## config.mk

```make
export PLATFORM = sky130hd
export DESIGN_NAME = fractal_sync_cu_agent_flat
export DESIGN_NICKNAME = d
export VERILOG_FILES = /design/src/rtl/fractal_sync_cu_agent_if.sv /design/src/rtl/fractal_sync_cu_agent.sv /design/src/flat_wrapper.sv
export SDC_FILE = /design/constraint.sdc
export NUM_CORES = 1
export LEC_CHECK = 0
export ABC_AREA = 1
export BUFFER_PORTS_ARGS = -buffer_cell sky130_fd_sc_hd__clkbuf_2
export CAP_MARGIN = 20
export CORE_MARGIN = 3
export CORE_UTILIZATION = 62
export CTS_BUF_LIST = sky130_fd_sc_hd__clkbuf_4
export CTS_CLUSTER_SIZE = 14
export DETAILED_ROUTE_END_ITERATION = 8
export MAX_ROUTING_LAYER = met4
export PLACE_DENSITY = 0.95
export SYNTH_ARGS = -nofsm -noshare
export SYNTH_HDL_FRONTEND = slang
export SYNTH_SLANG_ARGS = --single-unit
```

## constraint.sdc

```tcl
create_clock -name clk_i -period 2.8 [get_ports clk_i]
set_input_delay 0.42 -clock clk_i [delete_from_list [all_inputs] [get_ports clk_i]]
set_output_delay 0.42 -clock clk_i [all_outputs]
set_load 0.02 [all_outputs]
```

## src/rtl/fractal_sync_cu_agent_if.sv

```systemverilog
// Bundle of the per-channel command/completion handshakes and the fractal-sync
// leaf port seen by the compute-unit sync agent.
interface fractal_sync_cu_if #(
    parameter int N_CH   = 2,
    parameter int AGGR_W = 6,
    parameter int ID_W   = 5
) ();
    logic [N_CH-1:0]        cmd_valid_i;
    logic [N_CH-1:0]        cmd_ready_o;
    logic [N_CH*AGGR_W-1:0] cmd_aggr_i;
    logic [N_CH*ID_W-1:0]   cmd_id_i;
    logic [N_CH-1:0]        done_valid_o;
    logic [N_CH-1:0]        done_ready_i;
    logic [N_CH*2-1:0]      done_status_o;
    logic                   fsync_sync_o;
    logic [AGGR_W-1:0]      fsync_aggr_o;
    logic [ID_W-1:0]        fsync_id_o;
    logic                   fsync_wake_i;
    logic                   fsync_error_i;
    logic [ID_W-1:0]        fsync_id_rsp_i;

    modport master (
        output cmd_valid_i, cmd_aggr_i, cmd_id_i, done_ready_i,
               fsync_wake_i, fsync_error_i, fsync_id_rsp_i,
        input  cmd_ready_o, done_valid_o, done_status_o,
               fsync_sync_o, fsync_aggr_o, fsync_id_o
    );

    modport slave (
        input  cmd_valid_i, cmd_aggr_i, cmd_id_i, done_ready_i,
               fsync_wake_i, fsync_error_i, fsync_id_rsp_i,
        output cmd_ready_o, done_valid_o, done_status_o,
               fsync_sync_o, fsync_aggr_o, fsync_id_o
    );
endinterface

```

## src/rtl/fractal_sync_cu_agent.sv

```systemverilog
// Compute-unit sync agent: per-channel barrier FSMs sharing one fractal-sync
// request port through a round-robin arbiter.
//
// state   | meaning
// IDLE    | accepting a new barrier command
// ISSUE   | command latched, requesting the sync port
// WAIT    | request sent, waiting for wake/error or timeout
// DONE    | completion status presented until accepted
module fractal_sync_cu_agent #(
    parameter int N_CH           = 2,
    parameter int AGGR_W         = 6,
    parameter int ID_W           = 5,
    parameter int TIMEOUT_CYCLES = 64,
    parameter int CNT_W          = $clog2(TIMEOUT_CYCLES + 1)
) (
    input  logic             clk_i,
    input  logic             rst_i,
    fractal_sync_cu_if.slave bus
);
    localparam int CW = (CNT_W < 1) ? 1 : CNT_W;
    localparam int PW = (N_CH > 1) ? $clog2(N_CH) : 1;
    localparam logic [CW-1:0] CNT_MAX = '1;
    localparam logic [CW-1:0] TO_LAST = CW'(TIMEOUT_CYCLES - 1);

    typedef enum logic [1:0] {S_IDLE, S_ISSUE, S_WAIT, S_DONE} state_t;

    state_t            r_state   [N_CH];
    state_t            w_state_nxt [N_CH];
    logic [AGGR_W-1:0] r_aggr    [N_CH];
    logic [AGGR_W-1:0] w_aggr_nxt [N_CH];
    logic [ID_W-1:0]   r_id      [N_CH];
    logic [ID_W-1:0]   w_id_nxt  [N_CH];
    logic [CW-1:0]     r_cnt     [N_CH];
    logic [CW-1:0]     w_cnt_nxt [N_CH];
    logic [1:0]        r_status  [N_CH];
    logic [1:0]        w_status_nxt [N_CH];
    logic [PW-1:0]     r_ptr;
    logic [PW-1:0]     w_ptr_nxt;
    logic              w_gnt_vld;
    logic [PW-1:0]     w_gnt_idx;
    logic [N_CH-1:0]   w_cmd_ready;
    logic [N_CH-1:0]   w_done_valid;
    logic [N_CH*2-1:0] w_done_status;

    // Round-robin search starting at r_ptr; depends on registered state only.
    always_comb begin
        int idx;
        logic [PW-1:0] sel;
        w_gnt_vld = 1'b0;
        w_gnt_idx = '0;
        idx       = 0;
        sel       = '0;
        for (int i = 0; i < N_CH; i++) begin
            idx = int'(r_ptr) + i;
            if (idx >= N_CH) idx = idx - N_CH;
            sel = PW'(idx);
            if (!w_gnt_vld && r_state[sel] == S_ISSUE) begin
                w_gnt_vld = 1'b1;
                w_gnt_idx = sel;
            end
        end
        w_ptr_nxt = r_ptr;
        if (w_gnt_vld) w_ptr_nxt = (int'(w_gnt_idx) == N_CH - 1) ? '0 : w_gnt_idx + PW'(1);
    end

    always_comb begin
        logic w_hit;
        w_hit = 1'b0;
        for (int c = 0; c < N_CH; c++) begin
            w_state_nxt[c]  = r_state[c];
            w_aggr_nxt[c]   = r_aggr[c];
            w_id_nxt[c]     = r_id[c];
            w_cnt_nxt[c]    = r_cnt[c];
            w_status_nxt[c] = r_status[c];
            w_hit = (bus.fsync_id_rsp_i == r_id[c]);
            case (r_state[c])
                S_IDLE: begin
                    if (bus.cmd_valid_i[c]) begin
                        w_aggr_nxt[c]   = bus.cmd_aggr_i[c*AGGR_W +: AGGR_W];
                        w_id_nxt[c]     = bus.cmd_id_i[c*ID_W +: ID_W];
                        w_cnt_nxt[c]    = '0;
                        w_status_nxt[c] = 2'b00;
                        w_state_nxt[c]  = S_ISSUE;
                    end
                end
                S_ISSUE: begin
                    if (w_gnt_vld && int'(w_gnt_idx) == c) begin
                        w_cnt_nxt[c]   = '0;
                        w_state_nxt[c] = S_WAIT;
                    end
                end
                S_WAIT: begin
                    // Matching responses take priority over the timeout.
                    if (bus.fsync_error_i && w_hit) begin
                        w_status_nxt[c] = 2'b01;
                        w_state_nxt[c]  = S_DONE;
                    end else if (bus.fsync_wake_i && w_hit) begin
                        w_status_nxt[c] = 2'b00;
                        w_state_nxt[c]  = S_DONE;
                    end else if (TIMEOUT_CYCLES != 0 && r_cnt[c] == TO_LAST) begin
                        w_status_nxt[c] = 2'b10;
                        w_state_nxt[c]  = S_DONE;
                    end else if (r_cnt[c] != CNT_MAX) begin
                        w_cnt_nxt[c] = r_cnt[c] + CW'(1);
                    end
                end
                S_DONE: begin
                    if (bus.done_ready_i[c]) w_state_nxt[c] = S_IDLE;
                end
                default: w_state_nxt[c] = S_IDLE;
            endcase
        end
    end

    always_ff @(posedge clk_i) begin
        if (rst_i) begin
            r_ptr <= '0;
            for (int c = 0; c < N_CH; c++) begin
                r_state[c]  <= S_IDLE;
                r_aggr[c]   <= '0;
                r_id[c]     <= '0;
                r_cnt[c]    <= '0;
                r_status[c] <= 2'b00;
            end
        end else begin
            r_ptr <= w_ptr_nxt;
            for (int c = 0; c < N_CH; c++) begin
                r_state[c]  <= w_state_nxt[c];
                r_aggr[c]   <= w_aggr_nxt[c];
                r_id[c]     <= w_id_nxt[c];
                r_cnt[c]    <= w_cnt_nxt[c];
                r_status[c] <= w_status_nxt[c];
            end
        end
    end

    // Handshake outputs are held low for the whole reset cycle.
    always_comb begin
        w_cmd_ready   = '0;
        w_done_valid  = '0;
        w_done_status = '0;
        for (int c = 0; c < N_CH; c++) begin
            w_cmd_ready[c]  = !rst_i && (r_state[c] == S_IDLE);
            w_done_valid[c] = !rst_i && (r_state[c] == S_DONE);
            if (!rst_i && r_state[c] == S_DONE) w_done_status[c*2 +: 2] = r_status[c];
        end
    end

    assign bus.cmd_ready_o   = w_cmd_ready;
    assign bus.done_valid_o  = w_done_valid;
    assign bus.done_status_o = w_done_status;
    assign bus.fsync_sync_o  = w_gnt_vld;
    assign bus.fsync_aggr_o  = w_gnt_vld ? r_aggr[w_gnt_idx] : '0;
    assign bus.fsync_id_o    = w_gnt_vld ? r_id[w_gnt_idx] : '0;
endmodule
```

## src/flat_wrapper.sv

```systemverilog
// flat-port wrapper written by rule: the top's interface ports become plain ports
module fractal_sync_cu_agent_flat 
#(
    parameter int N_CH           = 2,
    parameter int AGGR_W         = 6,
    parameter int ID_W           = 5,
    parameter int TIMEOUT_CYCLES = 64,
    parameter int CNT_W          = $clog2(TIMEOUT_CYCLES + 1)
)
  (clk_i, rst_i, bus_cmd_valid_i, bus_cmd_aggr_i, bus_cmd_id_i, bus_done_ready_i, bus_fsync_wake_i, bus_fsync_error_i, bus_fsync_id_rsp_i, bus_cmd_ready_o, bus_done_valid_o, bus_done_status_o, bus_fsync_sync_o, bus_fsync_aggr_o, bus_fsync_id_o);
  fractal_sync_cu_if #(.N_CH(N_CH), .AGGR_W(AGGR_W), .ID_W(ID_W)) bus_i ();
  input  logic clk_i;
  input  logic rst_i;
  input wire logic [$bits(bus_i.cmd_valid_i)-1:0] bus_cmd_valid_i;
  input wire logic [$bits(bus_i.cmd_aggr_i)-1:0] bus_cmd_aggr_i;
  input wire logic [$bits(bus_i.cmd_id_i)-1:0] bus_cmd_id_i;
  input wire logic [$bits(bus_i.done_ready_i)-1:0] bus_done_ready_i;
  input wire logic [$bits(bus_i.fsync_wake_i)-1:0] bus_fsync_wake_i;
  input wire logic [$bits(bus_i.fsync_error_i)-1:0] bus_fsync_error_i;
  input wire logic [$bits(bus_i.fsync_id_rsp_i)-1:0] bus_fsync_id_rsp_i;
  output wire logic [$bits(bus_i.cmd_ready_o)-1:0] bus_cmd_ready_o;
  output wire logic [$bits(bus_i.done_valid_o)-1:0] bus_done_valid_o;
  output wire logic [$bits(bus_i.done_status_o)-1:0] bus_done_status_o;
  output wire logic [$bits(bus_i.fsync_sync_o)-1:0] bus_fsync_sync_o;
  output wire logic [$bits(bus_i.fsync_aggr_o)-1:0] bus_fsync_aggr_o;
  output wire logic [$bits(bus_i.fsync_id_o)-1:0] bus_fsync_id_o;
  assign bus_i.cmd_valid_i = bus_cmd_valid_i;
  assign bus_i.cmd_aggr_i = bus_cmd_aggr_i;
  assign bus_i.cmd_id_i = bus_cmd_id_i;
  assign bus_i.done_ready_i = bus_done_ready_i;
  assign bus_i.fsync_wake_i = bus_fsync_wake_i;
  assign bus_i.fsync_error_i = bus_fsync_error_i;
  assign bus_i.fsync_id_rsp_i = bus_fsync_id_rsp_i;
  assign bus_cmd_ready_o = bus_i.cmd_ready_o;
  assign bus_done_valid_o = bus_i.done_valid_o;
  assign bus_done_status_o = bus_i.done_status_o;
  assign bus_fsync_sync_o = bus_i.fsync_sync_o;
  assign bus_fsync_aggr_o = bus_i.fsync_aggr_o;
  assign bus_fsync_id_o = bus_i.fsync_id_o;
  fractal_sync_cu_agent #(.N_CH(N_CH), .AGGR_W(AGGR_W), .ID_W(ID_W), .TIMEOUT_CYCLES(TIMEOUT_CYCLES), .CNT_W(CNT_W)) u_core (.clk_i(clk_i), .rst_i(rst_i), .bus(bus_i));
endmodule
```

==> flow_results.xml <==
<?xml version="1.0" encoding="UTF-8"?>
<metrics>
  <group name="placed_design">
    <metric name="place.detailed.hpwl" unit="um">4817</metric>
    <metric name="place.gp.congestion" unit="">0.8698</metric>
    <metric name="post-place-ws" unit="ns">0.8174</metric>
    <metric name="place_area" unit="um2">3049</metric>
    <metric name="io_buffers" unit="">54</metric>
    <metric name="numPlacedInstances" unit="">488</metric>
  </group>
  <group name="floorplanning">
    <metric name="chipHeight" unit="um">73.03</metric>
    <metric name="fp-row-count" unit="">23</metric>
    <metric name="floorplan.initialDensity" unit="%">66.75</metric>
    <metric name="floorplan.io_pins" unit="">55</metric>
    <metric name="die_area" unit="um2">5333</metric>
    <metric name="die_x" unit="um">73.03</metric>
    <metric name="core_area" unit="um2">4173</metric>
  </group>
  <group name="synthesis">
    <metric name="synth_area_leader_cell" unit="">sky130_fd_sc_hd__dfxtp_1</metric>
    <metric name="yosysMostFrequentCell" unit="">sky130_fd_sc_hd__nand2_1</metric>
    <metric name="synth_xor_area_share" unit="%">1.572</metric>
    <metric name="proportion_of_netlist_area_held_by_the_largest_area_contributor" unit="%">24.44</metric>
    <metric name="syn_area" unit="um2">2785</metric>
    <metric name="synth_top_family_by_area" unit="">simple AND/OR/NAND/NOR gates</metric>
    <metric name="netlist_instances" unit="">393</metric>
    <metric name="ys_seq_area_share" unit="%">37.38</metric>
    <metric name="synthMuxAreaShare" unit="%">0</metric>
    <metric name="synth_async_sr_flop_share" unit="%">0</metric>
    <metric name="ys_types" unit="">31</metric>
    <metric name="synth.net_count" unit="">440</metric>
    <metric name="ys.warnings.count" unit="">0</metric>
    <metric name="synth.area.top_cells" unit="">sky130_fd_sc_hd__dfxtp_1 24%, sky130_fd_sc_hd__edfxtp_1 13%, sky130_fd_sc_hd__nand2_1 12%, sky130_fd_sc_hd__inv_1 7.4%, sky130_fd_sc_hd__nor2_1 7.0%</metric>
    <metric name="post_synthesis_adder_cell_area_fraction" unit="%">5.391</metric>
    <metric name="yosys_reg_bits" unit="">46</metric>
    <metric name="ys_dominant_reg_cell" unit="">sky130_fd_sc_hd__dfxtp_1</metric>
    <metric name="number_of_flops_mapped_to_enable_cells_by_yosys" unit="">12</metric>
    <metric name="synth_area_in_compound_gates" unit="%">11.46</metric>
    <metric name="postSynthAreaPerCell" unit="um2">7.087</metric>
    <metric name="post_synth_and_or_nand_nor_area_fraction" unit="%">32.79</metric>
    <metric name="synth_common_cells" unit="">87 x sky130_fd_sc_hd__nand2_1, 55 x sky130_fd_sc_hd__inv_1, 52 x sky130_fd_sc_hd__nor2_1</metric>
  </group>
  <group name="timing">
    <metric name="finalMaxSlewViolations" unit="">0</metric>
    <metric name="worst-slew-pin-transition" unit="ns">0.7346</metric>
    <metric name="final_min_period_over_clock_period" unit="%">80.93</metric>
    <metric name="finalSetupViolations" unit="">0</metric>
    <metric name="timing.slew.headroom" unit="%">50.84</metric>
    <metric name="worst_clock_skew" unit="ns">0.008329</metric>
    <metric name="post_route_hold_slack" unit="ns">0.2562</metric>
    <metric name="totalNegativeSetupSlack" unit="ns">0</metric>
    <metric name="finalCriticalPeriod" unit="ns">2.266</metric>
    <metric name="max_freq" unit="GHz">0.4413</metric>
    <metric name="hold_viol" unit="">0</metric>
    <metric name="timing.final.ws_setup" unit="ns">0.5338</metric>
    <metric name="grt_setup_unrepaired" unit="">no</metric>
  </group>
  <group name="clocking">
    <metric name="cts-buffers-inserted" unit="">5</metric>
    <metric name="cts_root_buffer" unit="">sky130_fd_sc_hd__clkbuf_4</metric>
    <metric name="sink_count_of_the_clock_tree" unit="">46</metric>
    <metric name="post_cts_resized" unit="">0</metric>
    <metric name="cts_tree" unit="">built</metric>
    <metric name="worstSkewPairLatency" unit="ns">0.36</metric>
    <metric name="cts_setup_buffers" unit="">0</metric>
    <metric name="holdBufCountCts" unit="">0</metric>
    <metric name="cts_buffer_depth" unit="">2</metric>
    <metric name="cts.reportedPaths.clkPinSlew" unit="ns">0.14</metric>
    <metric name="h-tree-depth" unit="">2</metric>
  </group>
  <group name="global_route">
    <metric name="grt_antenna_before_repair" unit="">0</metric>
    <metric name="via_count_of_the_first_global_routing_pass" unit="">2583</metric>
    <metric name="grt_pass1_wl" unit="um">10960</metric>
    <metric name="grt_overflow" unit="">0</metric>
    <metric name="globalRouteTotalUtil" unit="%">26.55</metric>
    <metric name="grt_start_max_net_pins" unit="">16</metric>
  </group>
  <group name="power">
    <metric name="p_leak" unit="uW">0.001548</metric>
    <metric name="power_density" unit="nW/um2">1014</metric>
    <metric name="ir_worst_vdd" unit="mV">0.5139</metric>
  </group>
  <group name="final_layout">
    <metric name="filler_cell_count" unit="">284</metric>
    <metric name="final-seq-area" unit="um2">1041</metric>
    <metric name="antenna_cells" unit="">0</metric>
    <metric name="syn_to_final_growth" unit="%">11.64</metric>
    <metric name="area_of_combinational_cells_with_multiple_inputs" unit="um2">1426</metric>
    <metric name="finalNonFillerCells" unit="">496</metric>
    <metric name="drive_above_1_share" unit="%">19.96</metric>
    <metric name="finalInstanceArea" unit="um2">3109</metric>
    <metric name="num-nets-final" unit="">492</metric>
  </group>
  <group name="worst_setup_path">
    <metric name="crit_fanout" unit="">13</metric>
    <metric name="cp.arrival" unit="ns">1.85</metric>
    <metric name="reg2reg_setup_slack" unit="ns">0.79</metric>
    <metric name="critical_path.startpoint_type" unit="">flip-flop</metric>
    <metric name="worstSetupEndpointType" unit="">primary output</metric>
    <metric name="worst-endpoint-required" unit="ns">2.38</metric>
    <metric name="classification_of_the_worst_setup_path" unit="">flip-flop to primary output</metric>
  </group>
  <group name="worst_hold_path">
    <metric name="hold_path.class" unit="">input port to flip-flop</metric>
  </group>
  <group name="detailed_routing">
    <metric name="initialDrtViolationCount" unit="">321</metric>
    <metric name="ant_nets" unit="">0</metric>
    <metric name="drt_pass1_iterations" unit="">5</metric>
    <metric name="viasPerCell" unit="">5.450</metric>
    <metric name="postRouteWirelength" unit="um">6344</metric>
    <metric name="route.detailed.wl_per_inst" unit="um">12.79</metric>
    <metric name="route.vias.total" unit="">2703</metric>
    <metric name="drt_drc_violations_left" unit="">0</metric>
  </group>
  <group name="run_status">
    <metric name="outcome" unit="">finished clean</metric>
  </group>
  <group name="flow_run">
    <metric name="max_cap_violations" unit="">0</metric>
  </group>
</metrics>
[path summary, 6_finish.rpt]
path	from	endpoint	depth (start not counted)
worst min register to register	u_core.r_status[0][1]	u_core.r_status[0][1]	2
worst min-delay path	bus_cmd_id_i[7]	u_core.r_id[1][2]	3
worst max-delay path	u_core.r_state[1][1]	bus_fsync_aggr_o[2]	8
worst max register to register	u_core.r_state[1][0]	u_core.r_aggr[0][0]	6
[cell families after synthesis]
| group | after synthesis |
|---|---|
| AO/OA/AOI/OAI | 58 |
| XOR/XNOR | 5 |
| adder cells (fa/ha/maj) | 12 |
| buffers and inverters | 72 |
| flip-flops | 46 |
| AND/OR/NAND/NOR | 200 |
[worst max-delay path, cell delays in order (launching register included)]
cell and delay, ns:
sky130_fd_sc_hd__dfxtp_1 0.40, sky130_fd_sc_hd__inv_2 0.12, sky130_fd_sc_hd__nand2_2 0.07, sky130_fd_sc_hd__nand2_2 0.09, sky130_fd_sc_hd__nand2_1 0.09, sky130_fd_sc_hd__nand2_2 0.10, sky130_fd_sc_hd__nand3_4 0.17, sky130_fd_sc_hd__o21ai_0 0.24
sky130_fd_sc_hd__clkbuf_2 0.20
[per-layer routing]
layer	global-route usage [%]	up-vias	share of wire (%)
met4	10.04	0	1.7
met5	-	-	0
li1	-	1356	-
met1	31.01	1213	41
met2	44.59	118	49
met3	5.510	16	8.5
[power breakdown]
group	leakage, uW	internal [uW]	switching [uW]
registers	0.000408	917	184
clock network	0.0000279	108	219
logic	0.00111	583	1140
total	0.00155	1610	1550
[area by class of cell]
cell class              instances  area share [%]
clock buffers                   6           1.449
clock inverters                 2          0.4829
inverters                      61           7.525
multi-input cells             275           45.88
flip-flops and latches         46           33.48
well taps                      50           2.012
repair buffers                 56           9.175
[cell usage in the layout, fill, tap and decap left out]
cell type and count:
sky130_fd_sc_hd__nand4_1 8, sky130_fd_sc_hd__xnor2_1 2, sky130_fd_sc_hd__xor2_1 3, sky130_fd_sc_hd__nand4_4 1
sky130_fd_sc_hd__o22ai_1 5, sky130_fd_sc_hd__nand2_2 6, sky130_fd_sc_hd__a31o_2 1, sky130_fd_sc_hd__ha_1 12
sky130_fd_sc_hd__clkbuf_4 6, sky130_fd_sc_hd__nand2_4 3, sky130_fd_sc_hd__inv_2 4, sky130_fd_sc_hd__nand3_4 2
sky130_fd_sc_hd__nand3_1 30, sky130_fd_sc_hd__o21ai_0 27, sky130_fd_sc_hd__clkbuf_2 54, sky130_fd_sc_hd__inv_1 55
sky130_fd_sc_hd__clkinvlp_4 2, sky130_fd_sc_hd__inv_4 2, sky130_fd_sc_hd__dfxtp_1 34, sky130_fd_sc_hd__nor3_1 4
sky130_fd_sc_hd__a21oi_2 2, sky130_fd_sc_hd__nand2_1 87, sky130_fd_sc_hd__a21oi_4 1, sky130_fd_sc_hd__nor2_1 52
sky130_fd_sc_hd__edfxtp_1 12, sky130_fd_sc_hd__or2_2 2, sky130_fd_sc_hd__a21oi_1 22, sky130_fd_sc_hd__buf_4 2
sky130_fd_sc_hd__nor2_2 1, sky130_fd_sc_hd__and3_1 4
[stage by stage]
step | total power (uW) | utilization (%)
CTS | 3147 | 74.51
global placement | 2720 | 73.07
global route | 3426 | 74.51
finish | 3153 | 74.51
detailed placement | 2817 | 73.07
floorplan | 2464 | -
[registers in the layout (all words and copies together), names as in the netlist, named ones only]
name and flops:
u_core.r_status 4, u_core.r_id 10, u_core.r_ptr 1, u_core.r_aggr 12
u_core.r_state 4, u_core.r_cnt 14
(Power assumes the default switching activity.)
